## src/rtl/disp_pkg.sv

```systemverilog
`default_nettype none
// ============================================================================
// Module   : disp_pkg
// Purpose  : Shared types and constants for the shared seven-segment display
//            arbiter: owner-state encoding and the all-off drive patterns.
// Revision : 1.0 - initial release
// ============================================================================
package disp_pkg;

    // Owner of the display for the current frame.
    typedef enum logic [1:0] {
        IDLE = 2'd0,
        OWN0 = 2'd1,
        OWN1 = 2'd2
    } state_e;

    // Both anodes and segments are active-low, so "off" is all ones.
    localparam logic [3:0] AN_OFF  = 4'b1111;
    localparam logic [7:0] SEG_OFF = 8'hFF;

endpackage
`default_nettype wire

```

## src/rtl/disp_scan_timer.sv

```systemverilog
`default_nettype none
// ============================================================================
// Module   : disp_scan_timer
// Purpose  : Digit-scan sequencer. A slot counter runs 0..DIG_CYC-1 per digit
//            and the digit index steps 0..3 on every slot wrap.
// Ports    : clk          - system clock
//            reset        - asynchronous active-low reset
//            digit_nxt_o  - digit index that will be current after this edge
//            blank_nxt_o  - slot position after this edge is in the blanking
//                           interval
//            frame_end_o  - current cycle is the last cycle of a frame
// Revision : 1.0 - initial release
// ============================================================================
module disp_scan_timer #(
    parameter int DIG_CYC   = 65536,
    parameter int BLANK_CYC = 256,
    parameter int CNT_W     = 16
) (
    input  logic       clk,
    input  logic       reset,
    output logic [1:0] digit_nxt_o,
    output logic       blank_nxt_o,
    output logic       frame_end_o
);

    localparam logic [CNT_W-1:0] CNT_LAST  = CNT_W'(DIG_CYC - 1);
    localparam logic [CNT_W-1:0] CNT_BLANK = CNT_W'(BLANK_CYC);

    logic [CNT_W-1:0] cnt_q, cnt_d;
    logic [1:0]       digit_q, digit_d;
    logic             wrap;

    always_comb begin
        wrap    = (cnt_q == CNT_LAST);
        cnt_d   = wrap ? '0 : cnt_q + 1'b1;
        digit_d = wrap ? digit_q + 2'd1 : digit_q;
    end

    always_ff @(posedge clk or negedge reset) begin
        if (!reset) begin
            cnt_q   <= '0;
            digit_q <= 2'd0;
        end else begin
            cnt_q   <= cnt_d;
            digit_q <= digit_d;
        end
    end

    // Next-state views let the owner register the pin drive on the same edge
    // as the counters, so the pins line up exactly with digit/cnt.
    assign digit_nxt_o = digit_d;
    assign blank_nxt_o = (cnt_d < CNT_BLANK);
    assign frame_end_o = wrap && (digit_q == 2'd3);

endmodule
`default_nettype wire

```

## src/rtl/disp_share_arb.sv

```systemverilog
`default_nettype none
// ============================================================================
// Module   : disp_share_arb
// Purpose  : Shares a 4-digit multiplexed seven-segment display between two
//            clients. Ownership changes only on frame boundaries, a minimum
//            dwell protects the current owner from preemption, and ties go to
//            the client that was not granted most recently.
// Ports    : clk        - system clock
//            reset      - asynchronous active-low reset
//            req[1:0]   - per-client level request
//            c0_data    - client 0 segments, byte k = digit k, active-low
//            c1_data    - client 1 segments, same format
//            gnt[1:0]   - one-hot-or-zero ownership indication
//            an[3:0]    - active-low digit enables
//            sseg[7:0]  - active-low segment drive (dp, a..g)
//            frame_tick - one-cycle pulse on the first cycle of each frame
// Revision : 1.0 - initial release
// ============================================================================
module disp_share_arb
    import disp_pkg::*;
#(
    parameter int DIG_CYC   = 65536,
    parameter int BLANK_CYC = 256,
    parameter int DWELL_CYC = 50_000_000,
    parameter int CNT_W     = 16,
    parameter int DWELL_W   = 26
) (
    input  logic        clk,
    input  logic        reset,
    input  logic [1:0]  req,
    input  logic [31:0] c0_data,
    input  logic [31:0] c1_data,
    output logic [1:0]  gnt,
    output logic [3:0]  an,
    output logic [7:0]  sseg,
    output logic        frame_tick
);

    localparam logic [DWELL_W-1:0] DWELL_MAX = DWELL_W'(DWELL_CYC);

    logic [1:0]         digit_nxt;
    logic               blank_nxt;
    logic               frame_end;

    state_e             state_q, state_d;
    logic               last_q, last_d;
    logic [DWELL_W-1:0] dwell_q, dwell_d;
    logic [31:0]        snap_q, snap_d;
    logic [1:0]         gnt_q, gnt_d;
    logic [3:0]         an_q, an_d;
    logic [7:0]         sseg_q, sseg_d;
    logic               tick_q;
    logic               dwell_met;

    disp_scan_timer #(
        .DIG_CYC   (DIG_CYC),
        .BLANK_CYC (BLANK_CYC),
        .CNT_W     (CNT_W)
    ) u_timer (
        .clk         (clk),
        .reset       (reset),
        .digit_nxt_o (digit_nxt),
        .blank_nxt_o (blank_nxt),
        .frame_end_o (frame_end)
    );

    // Arbiter: decisions are only taken on the last cycle of a frame.
    always_comb begin
        state_d   = state_q;
        last_d    = last_q;
        dwell_met = (dwell_q >= DWELL_MAX);
        if (frame_end) begin
            case (state_q)
                IDLE: begin
                    if (req == 2'b11)  state_d = last_q ? OWN0 : OWN1;
                    else if (req[0])   state_d = OWN0;
                    else if (req[1])   state_d = OWN1;
                end
                OWN0: begin
                    if (!req[0])                   state_d = req[1] ? OWN1 : IDLE;
                    else if (req[1] && dwell_met)  state_d = OWN1;
                end
                OWN1: begin
                    if (!req[1])                   state_d = req[0] ? OWN0 : IDLE;
                    else if (req[0] && dwell_met)  state_d = OWN0;
                end
                default: state_d = IDLE;
            endcase
        end
        if (state_d == OWN0)      last_d = 1'b0;
        else if (state_d == OWN1) last_d = 1'b1;
    end

    // Dwell restarts on every hand-over and saturates so it never wraps.
    always_comb begin
        dwell_d = dwell_q;
        if ((state_d != state_q) || (state_d == IDLE)) dwell_d = '0;
        else if (dwell_q < DWELL_MAX)                  dwell_d = dwell_q + 1'b1;
    end

    // Snapshot the incoming owner's data so a frame is never torn.
    always_comb begin
        snap_d = snap_q;
        if (frame_end) begin
            case (state_d)
                OWN0:    snap_d = c0_data;
                OWN1:    snap_d = c1_data;
                default: snap_d = {4{SEG_OFF}};
            endcase
        end
    end

    // Pin drive computed from next-state values, registered alongside them.
    always_comb begin
        gnt_d  = {state_d == OWN1, state_d == OWN0};
        an_d   = AN_OFF;
        sseg_d = SEG_OFF;
        if ((state_d != IDLE) && !blank_nxt) begin
            an_d   = ~(4'b0001 << digit_nxt);
            sseg_d = snap_d[8*digit_nxt +: 8];
        end
    end

    always_ff @(posedge clk or negedge reset) begin
        if (!reset) begin
            state_q <= IDLE;
            last_q  <= 1'b1;
            dwell_q <= '0;
            snap_q  <= {4{SEG_OFF}};
            gnt_q   <= 2'b00;
            an_q    <= AN_OFF;
            sseg_q  <= SEG_OFF;
            tick_q  <= 1'b0;
        end else begin
            state_q <= state_d;
            last_q  <= last_d;
            dwell_q <= dwell_d;
            snap_q  <= snap_d;
            gnt_q   <= gnt_d;
            an_q    <= an_d;
            sseg_q  <= sseg_d;
            tick_q  <= frame_end;
        end
    end

    assign gnt        = gnt_q;
    assign an         = an_q;
    assign sseg       = sseg_q;
    assign frame_tick = tick_q;

endmodule
`default_nettype wire

```

## config.mk

```make
export PLATFORM = sky130hd
export DESIGN_NAME = disp_share_arb
export DESIGN_NICKNAME = d
export VERILOG_FILES = /design/src/rtl/disp_pkg.sv /design/src/rtl/disp_scan_timer.sv /design/src/rtl/disp_share_arb.sv
export SDC_FILE = /design/constraint.sdc
export NUM_CORES = 1
export LEC_CHECK = 0
export BUFFER_PORTS_ARGS = -buffer_cell sky130_fd_sc_hd__buf_2
export CORE_ASPECT_RATIO = 1.5
export CORE_MARGIN = 10
export CORE_UTILIZATION = 30
export CTS_BUF_LIST = sky130_fd_sc_hd__clkbuf_4
export DETAILED_ROUTE_END_ITERATION = 12
export GPL_ROUTABILITY_DRIVEN = 0
export GPL_TIMING_DRIVEN = 1
export PLACE_DENSITY = 0.55
export SLEW_MARGIN = 10
export SYNTH_ARGS = -nofsm -noshare
export SYNTH_HDL_FRONTEND = slang
export SYNTH_SLANG_ARGS = --single-unit
```

## constraint.sdc

```tcl
create_clock -name clk -period 6.9 [get_ports clk]
set_input_delay 0.69 -clock clk [delete_from_list [all_inputs] [get_ports clk]]
set_output_delay 0.69 -clock clk [all_outputs]
set_load 0.1 [all_outputs]
```

==> impl_results.md, run 1 <==
* Status: complete, no violations
* Worst Path Arrival at 5.55 ns
* Final setup viols at 0
* Layout area overhead at 12.95%
* # rows at 60
* Starting density of the core at 30.54%
* DP Cell Count at 843
* Via count of the first global-routing pass at 4762
* Post-Syn Nets at 651
* Die height at 185.5 microns
* H-tree levels at 3
* Distinct cell type count after synthesis at 56
* Clock buffer depth at 2
* Flop2flop setup slack at 1.77 ns
* Clk sinks at 94
* Async SR Flop Fraction at 100.0%
* #FFs+latches synth at 94
* Mux contribution to synthesized area at 7.671%
* Global Route Usage Sum at 12.75%
* DRC viols at 0
* M1 GR Usage at 14.40%
* Worst VDD drop at 0.09137 mV
* CP Data Required Time at 7.32 ns
* Met3 usage at 2.934%
* Drt via density at 5.325
* Leakage at 0.002760 uW
* Crit path time final at 5.131 ns
* Post-synthesis simple-gate area fraction at 17.01%
* Hold WC Path Type: in -> async
* Clk_lat worst skew at 0.48 ns
* Synthesized cell area at 0.005480 sq mm
* DR vias at 4585
* CTS tree: built
* CP max FO at 43
* Setup TNS at 0 ns
* Slowest stage delay, CP at 1.08 ns
* Initial antenna violation count at 3
* WL per Instance at 17.62 microns
* Worst Tran Pin Value at 1.175 ns
* Largest family of logic cells by synthesized area: compound AO/OA/AOI/OAI gates
* Fillcell total at 1796
* CTS buffer count at 9
* Port buffer count at 82
* Post-synth EDFFs at 0
* Die width at 130.4 microns
* Fmax at 0.1949 GHz
* Global-route wire length before repair at 24500 microns
* Sequential fraction of the synthesis area at 43.95%
* Synth Area in Adders at 1.598%
* Max Cap Violations at 0
* Final ANT Viol Nets at 0
* Met2 GRT Util at 22.48%
* Syn Inst Count at 576
* Crit-path cells: ha_1, nand2_1, nor3_1, nand2_2, buf_4, o22a_1, ha_1, a221oi_1, mux4_2, mux4_2, nand3_1
* Post-CTS setup buffers at 0
* Top cell family by delay on the critical path: adder cells
* Clock Skews at 0.01676 ns
* Core footprint at 0.01794 sq mm
* Most used routing layer: met2
* Final non-filler cell total at 861
* Share of cells above drive strength 1 at 28.04%
* CTS root buf: clkbuf_4
* Max-slew violations at 0
* Crit end category: register
* HPWL Detailed at 11290 microns
* DR pass1 iterations at 6
* GR Overflow Total at 0
* Unrepaired setup endpoints after global routing: no
* Total Wirelength at 15170 microns
* Worst Path Buf+Inv at 1
* Post-DP Area at 0.006042 sq mm
* Initial DRC Count at 271
* Ports at 83
* Relative slew slack at 21.69%
* CTS Hold Bufs at 0
* Synth Flop Type: dfrtp_1
* Cell Pwr Density at 152.1 mW/mm^2
* Mean Syn Cell Area at 9.514 sq um
* Final worst path period share at 74.37%
* Complex-gate fraction of the synthesized area at 17.24%
* Nets at 712
* Pin count of the biggest net entering global routing at 67
* Synth warnings at 0
* DIE AREA at 0.02419 sq mm
* Setup crit start kind: register
* Hold Fails Final Rpt at 0
* Critical path type: reg -> reg
* Xor-xnor portion of the synthesized cell area at 5.913%
* PostCTS Resize Cnt at 0
* CTS clock-pin slew for the worst setup and hold paths at 0.16 ns
* Slowest CP cell: ha_1
* Fin area at 0.006190 sq mm
==> final timing paths <==
| path | start | endpoint | cells past startpoint |
|---|---|---|---|
| worst max-delay path | u_timer.digit_q[0] | sseg[1] | 11 |
| worst min-delay path | reset | u_timer.cnt_q[9] | 1 |
| worst max register to register | u_timer.digit_q[0] | sseg[1] | 11 |
| worst min register to register | snap_q[7] | snap_q[7] | 2 |
| max in group asynchronous | reset | state_q[0] | 2 |
| min in group clk | snap_q[7] | snap_q[7] | 2 |
==> layout by cell type (no fill, tap or decap), types with 5 or more instances in the layout <==
cell type	instances
nor3_1	20
xnor2_1	33
o211ai_1	6
dfrtp_1	49
o21ai_0	49
a21oi_1	14
buf_2	81
nor4_1	14
nor2_1	42
buf_4	10
dfstp_2	45
nand3_1	16
and3_1	5
ha_1	7
inv_1	44
o221ai_1	5
nand4_1	12
mux4_2	16
nand2_1	65
mux2i_1	6
clkbuf_4	10
a221oi_1	32
==> state kept, by name, summed over array words and instances (netlist names) <==
signal,cells
snap_q,32
gnt,2
state_q,2
u_timer.digit_q,2
u_timer.cnt_q,16
dwell_q,26
last_q,1
frame_tick,1
an,4
sseg,8
==> metal layers <==
layer | vias to the layer above | wire length, microns
met1 | 2254 | 6134
met2 | 111 | 7877
met5 | - | 13
li1 | 2201 | -
met3 | 17 | 878
met4 | 2 | 269
==> power by group <==
group	leakage, uW	total [uW]	internal, uW	switching [uW]
clock network	0.0000700	310	113	197
logic	0.00155	72.5	27.0	45.5
registers	0.00114	559	556	2.65
total	0.00276	941	696	245
==> cells by family (layout without fill, tap and decap cells) <==
logic type / after synthesis / in the layout
adders and majority gates: 7 / 7
buffers and inverters: 87 / 153
and+or+nand+nor: 195 / 195
other: 0 / 2
DFF: 94 / 94
xor gates and xnor gates: 37 / 37
muxes: 22 / 22
AOI/OAI and AO/OA: 134 / 134
==> worst reg2reg max path, cell delays in order, from the launching register on <==
cell	delay, ns
dfrtp_1	1.03
ha_1	0.32
nand2_1	0.06
nor3_1	0.37
nand2_2	0.37
buf_4	0.39
o22a_1	0.23
ha_1	1.08
a221oi_1	0.16
mux4_2	0.51
mux4_2	0.46
nand3_1	0.10
==> cells in the mapped netlist, drive strengths merged, types with 2 or more instances <==
| cell type | number | area, sq um |
|---|---|---|
| o211ai | 6 | 45.04 |
| nor2 | 42 | 157.7 |
| and3 | 6 | 38.79 |
| o41ai | 2 | 36.29 |
| dfstp | 45 | 1182 |
| ha | 7 | 87.58 |
| nor3 | 22 | 115.1 |
| xor2 | 4 | 35.03 |
| o31ai | 2 | 28.78 |
| mux2i | 6 | 60.06 |
| mux4 | 16 | 360.4 |
| nand4 | 12 | 75.07 |
| o311ai | 2 | 17.52 |
| a21boi | 2 | 15.01 |
| o21ai | 50 | 254.0 |
| a211oi | 3 | 32.53 |
| clkbuf | 29 | 108.9 |
| a221oi | 32 | 280.3 |
| nand2 | 66 | 250.2 |
| dfrtp | 49 | 1226 |
| or3 | 4 | 25.02 |
| a311oi | 2 | 17.52 |
| a31oi | 4 | 25.02 |
| a21oi | 14 | 70.07 |
| inv | 45 | 168.9 |
| nor4 | 14 | 87.58 |
| and2 | 3 | 18.77 |
| xnor2 | 33 | 289.0 |
| nand3 | 16 | 80.08 |
| and4 | 5 | 46.29 |
| or4 | 2 | 15.01 |
| buf | 12 | 81.32 |
| o221ai | 5 | 43.79 |
| o22ai | 3 | 18.77 |
==> through the flow <==
stage	util (%)	power [uW]	worst slack [ns]	hold WS [ns]
finish	34.50	941.3	1.769	0.09326
global route	34.48	983.0	1.239	0.09093
detailed placement	33.68	641.7	1.826	0.4765
CTS	34.44	956.1	1.791	0.07204
global placement	33.68	640.0	1.979	0.4679
floorplan	-	597.6	3.239	0.3944
==> cell type report <==
| class | count | area (sq um) | area share [%] |
|---|---|---|---|
| Multi-Input combinational cell | 395 | 2714 | 43.84 |
| Tap cell | 217 | 271.5 | 4.386 |
| Inverter | 46 | 172.7 | 2.790 |
| Clock inverter | 6 | 62.56 | 1.011 |
| Antenna cell | 2 | 5.005 | 0.08086 |
| Sequential cell | 94 | 2409 | 38.91 |
| Timing Repair Buffer | 91 | 480.5 | 7.762 |
| Clock buffer | 10 | 75.07 | 1.213 |
Power figures use the tool's default switching activity.
==> inputs of run 2 (changes only) <==
==> constraint.sdc (replaced) <==
create_clock -name clk -period 5.35 [get_ports clk]
set_input_delay 0.535 -clock clk [delete_from_list [all_inputs] [get_ports clk]]
set_output_delay 0.535 -clock clk [all_outputs]
set_load 0.1 [all_outputs]
==> run 2 against run 1 <==
  * Clock power rose by 26%
  * Highest routed layer is now met4
  * Cell count rose by 0.93%
  * Critical path depth rose by 2
  * Die area did not move
  * Clock skew rose by 0.012 ns
  * Critical path type unchanged
  * Register-to-register slack got worse by 0.53 ns
  * Non-clock buffer count rose by 5
  * Sequential cell count did not move
  * Hold slack improved by 0.28 ns
==> impl_results.md, run 2 (synthesis results as in run 1) <==
* CTS tree: built
* Max Cap Violations at 0 (unchanged)
* Port buffer count at 82 (unchanged)
* Setup TNS at 0 ns (unchanged)
* Global-route wire length before repair at 25540 microns (+4.3%)
* # rows at 60 (unchanged)
* Share of cells above drive strength 1 at 27.98% (-0.062 points)
* DR pass1 iterations at 5 (-1)
* Ports at 83 (unchanged)
* Worst Tran Pin Value at 1.177 ns (+0.002269 ns)
* Pin count of the biggest net entering global routing at 75 (+12%)
* Unrepaired setup endpoints after global routing: no
* Relative slew slack at 21.54% (-0.15 points)
* Crit-path cells: ha_1, nand2_1, nor3_1, nand2_2, a22oi_1, o21a_1, ha_1, buf_4, a221oi_1, mux4_2, nor3_1, o21ai_0, nand4_1
* Max-slew violations at 0 (unchanged)
* Slowest CP cell: dfrtp_1
* Critical path type: reg -> reg
* Crit end category: register
* Largest registers: snap_q: 32 flops, dwell_q: 26 flops, u_timer.cnt_q: 16 flops
* Clock buffer depth at 2 (unchanged)
* HPWL Detailed at 11820 microns (+4.7%)
* Cell Pwr Density at 194.1 mW/mm^2 (+28%)
* Initial antenna violation count at 1 (-2)
* Die width at 130.4 microns (unchanged)
* Die height at 185.5 microns (unchanged)
* Worst Path Arrival at 4.54 ns (-1.01 ns)
* CP Data Required Time at 5.78 ns (-1.54 ns)
* CTS root buf: clkbuf_4
* Core footprint at 0.01794 sq mm (unchanged)
* Util after Layout at 34.71% (+0.21 points)
* Hold WC Path Type: in -> reg
* H-tree levels at 3 (unchanged)
* Starting density of the core at 30.54% (unchanged)
* Nets at 717 (+0.70%)
* Hold Fails Final Rpt at 0 (unchanged)
* Layout area overhead at 13.63%
* Status: complete, no violations
* Initial DRC Count at 319 (+18%)
* CP max FO at 26 (-40%)
* Clk sinks at 94 (unchanged)
* Final worst path period share at 76.87% (+2.5 points)
* Worst VDD drop at 0.1350 mV (+48%)
* Slowest stage delay, CP at 0.56 ns (-0.52 ns)
* WL per Instance at 18.35 microns (+4.1%)
* CTS clock-pin slew for the worst setup and hold paths at 0.16 ns (about the same)
* Most frequent cells in the layout: buf_2 (81), nand2_1 (65), o21ai_0 (49), dfrtp_1 (49), dfstp_2 (45)
* Final setup viols at 0 (unchanged)
* DR vias at 4653 (+1.5%)
* Via count of the first global-routing pass at 4826 (+1.3%)
* Clk_lat worst skew at 0.49 ns (about the same)
* CTS buffer count at 9 (unchanged)
* DRC viols at 0 (unchanged)
* Leakage at 0.002779 uW (+0.68%)
* Total Wirelength at 15940 microns (+5.1%)
* Max FFs per register at 32 (unchanged)
* Total power at 1209 uW (+28%)
* DIE AREA at 0.02419 sq mm (unchanged)
* Largest register by flop count: snap_q
* Setup crit start kind: register
* Clock Skews at 0.02849 ns (+0.01173 ns)
* Most common cell after layout, fill and taps aside: buf_2
* Crit path time final at 4.113 ns (-1.019 ns)
* GR Overflow Total at 0 (unchanged)
* Fmax at 0.2431 GHz (+25%)
* Global Route Usage Sum at 13.47% (+0.72 points)
* Drt via density at 5.354 (+0.55%)
* Final ANT Viol Nets at 0 (unchanged)
[run 2: changes by cell type in the layout (fill, tap and decap cells not counted), sizes merged]
cell,previous run,this run
diode,2,5
clkinv,4,5
clkbuf,10,9
buf,91,95
dlygate4sd3,0,1
[run 2: what timing repair did]
action                                 CTS  global route
setup endpoints to repair                0             0
setup buffers                            0             0
gates resized for setup                  0             0
hold buffers                             1             0
endpoints found under the hold margin   10             0
[run 2: final cells by class]
type                    count  area [sq um]
well taps                 217         271.5
fillers                  1826         11720
diodes                      5         12.51
inverters                  46         172.7
clock buffers               9         67.56
clock inverters             7         65.06
multi-input cells         395          2709
repair buffers             96         520.5
flip-flops and latches     94          2409
[run 2: final timing paths]
check / from / to / slack (ns) / depth (start not counted)
min: c1_data[1] / snap_q[1] / 0.38 / 3
min in group asynchronous: reset / u_timer.cnt_q[10] / 0.43 / 2
max reg2reg: u_timer.digit_q[1] / sseg[0] / 1.24 / 13
max in group asynchronous: reset / dwell_q[0] / 3.66 / 3
max: u_timer.digit_q[1] / sseg[0] / 1.24 / 13
min reg2reg: snap_q[11] / snap_q[11] / 0.49 / 2
[run 2: metal layers]
layer  global-route usage [%]  share of wire, %  vias up  routed length, microns
li1                         -                 -     2221                       -
met2                    22.50                51      149                    8193
met4                    5.266               2.1        0                     340
met5                        0                 0        -                       0
met3                    3.788               6.1       25                     972
met1                    15.93                40     2258                    6437
[run 2: critical path: cells and delay by family, from the launching register on]
kind	cells	cell delay, ns
compound gates	4	0.77
fa+ha+maj	2	0.72
buf+inv	1	0.36
flops	1	0.56
mux	1	0.50
simple gates	5	1.13
[run 2: through the flow]
stage          hold WS, ns  instance area, sq um  std cells  setup WS [ns]
2_1_floorplan       0.2394                  5480        576          1.689
3_3_place_gp        0.4351                  6072        847          1.466
3_5_place_dp        0.4364                  6072        847          1.289
4_1_cts             0.3449                  6215        864          1.265
5_1_grt             0.3619                  6227        869         0.8320
6_report            0.3755                  6227        869          1.237
[run 2: where the power goes]
part           leakage, uW  internal (uW)  switching [uW]
Combinational      0.00157           36.1            60.5
Clock            0.0000647            138             254
Sequential         0.00114            717            3.22
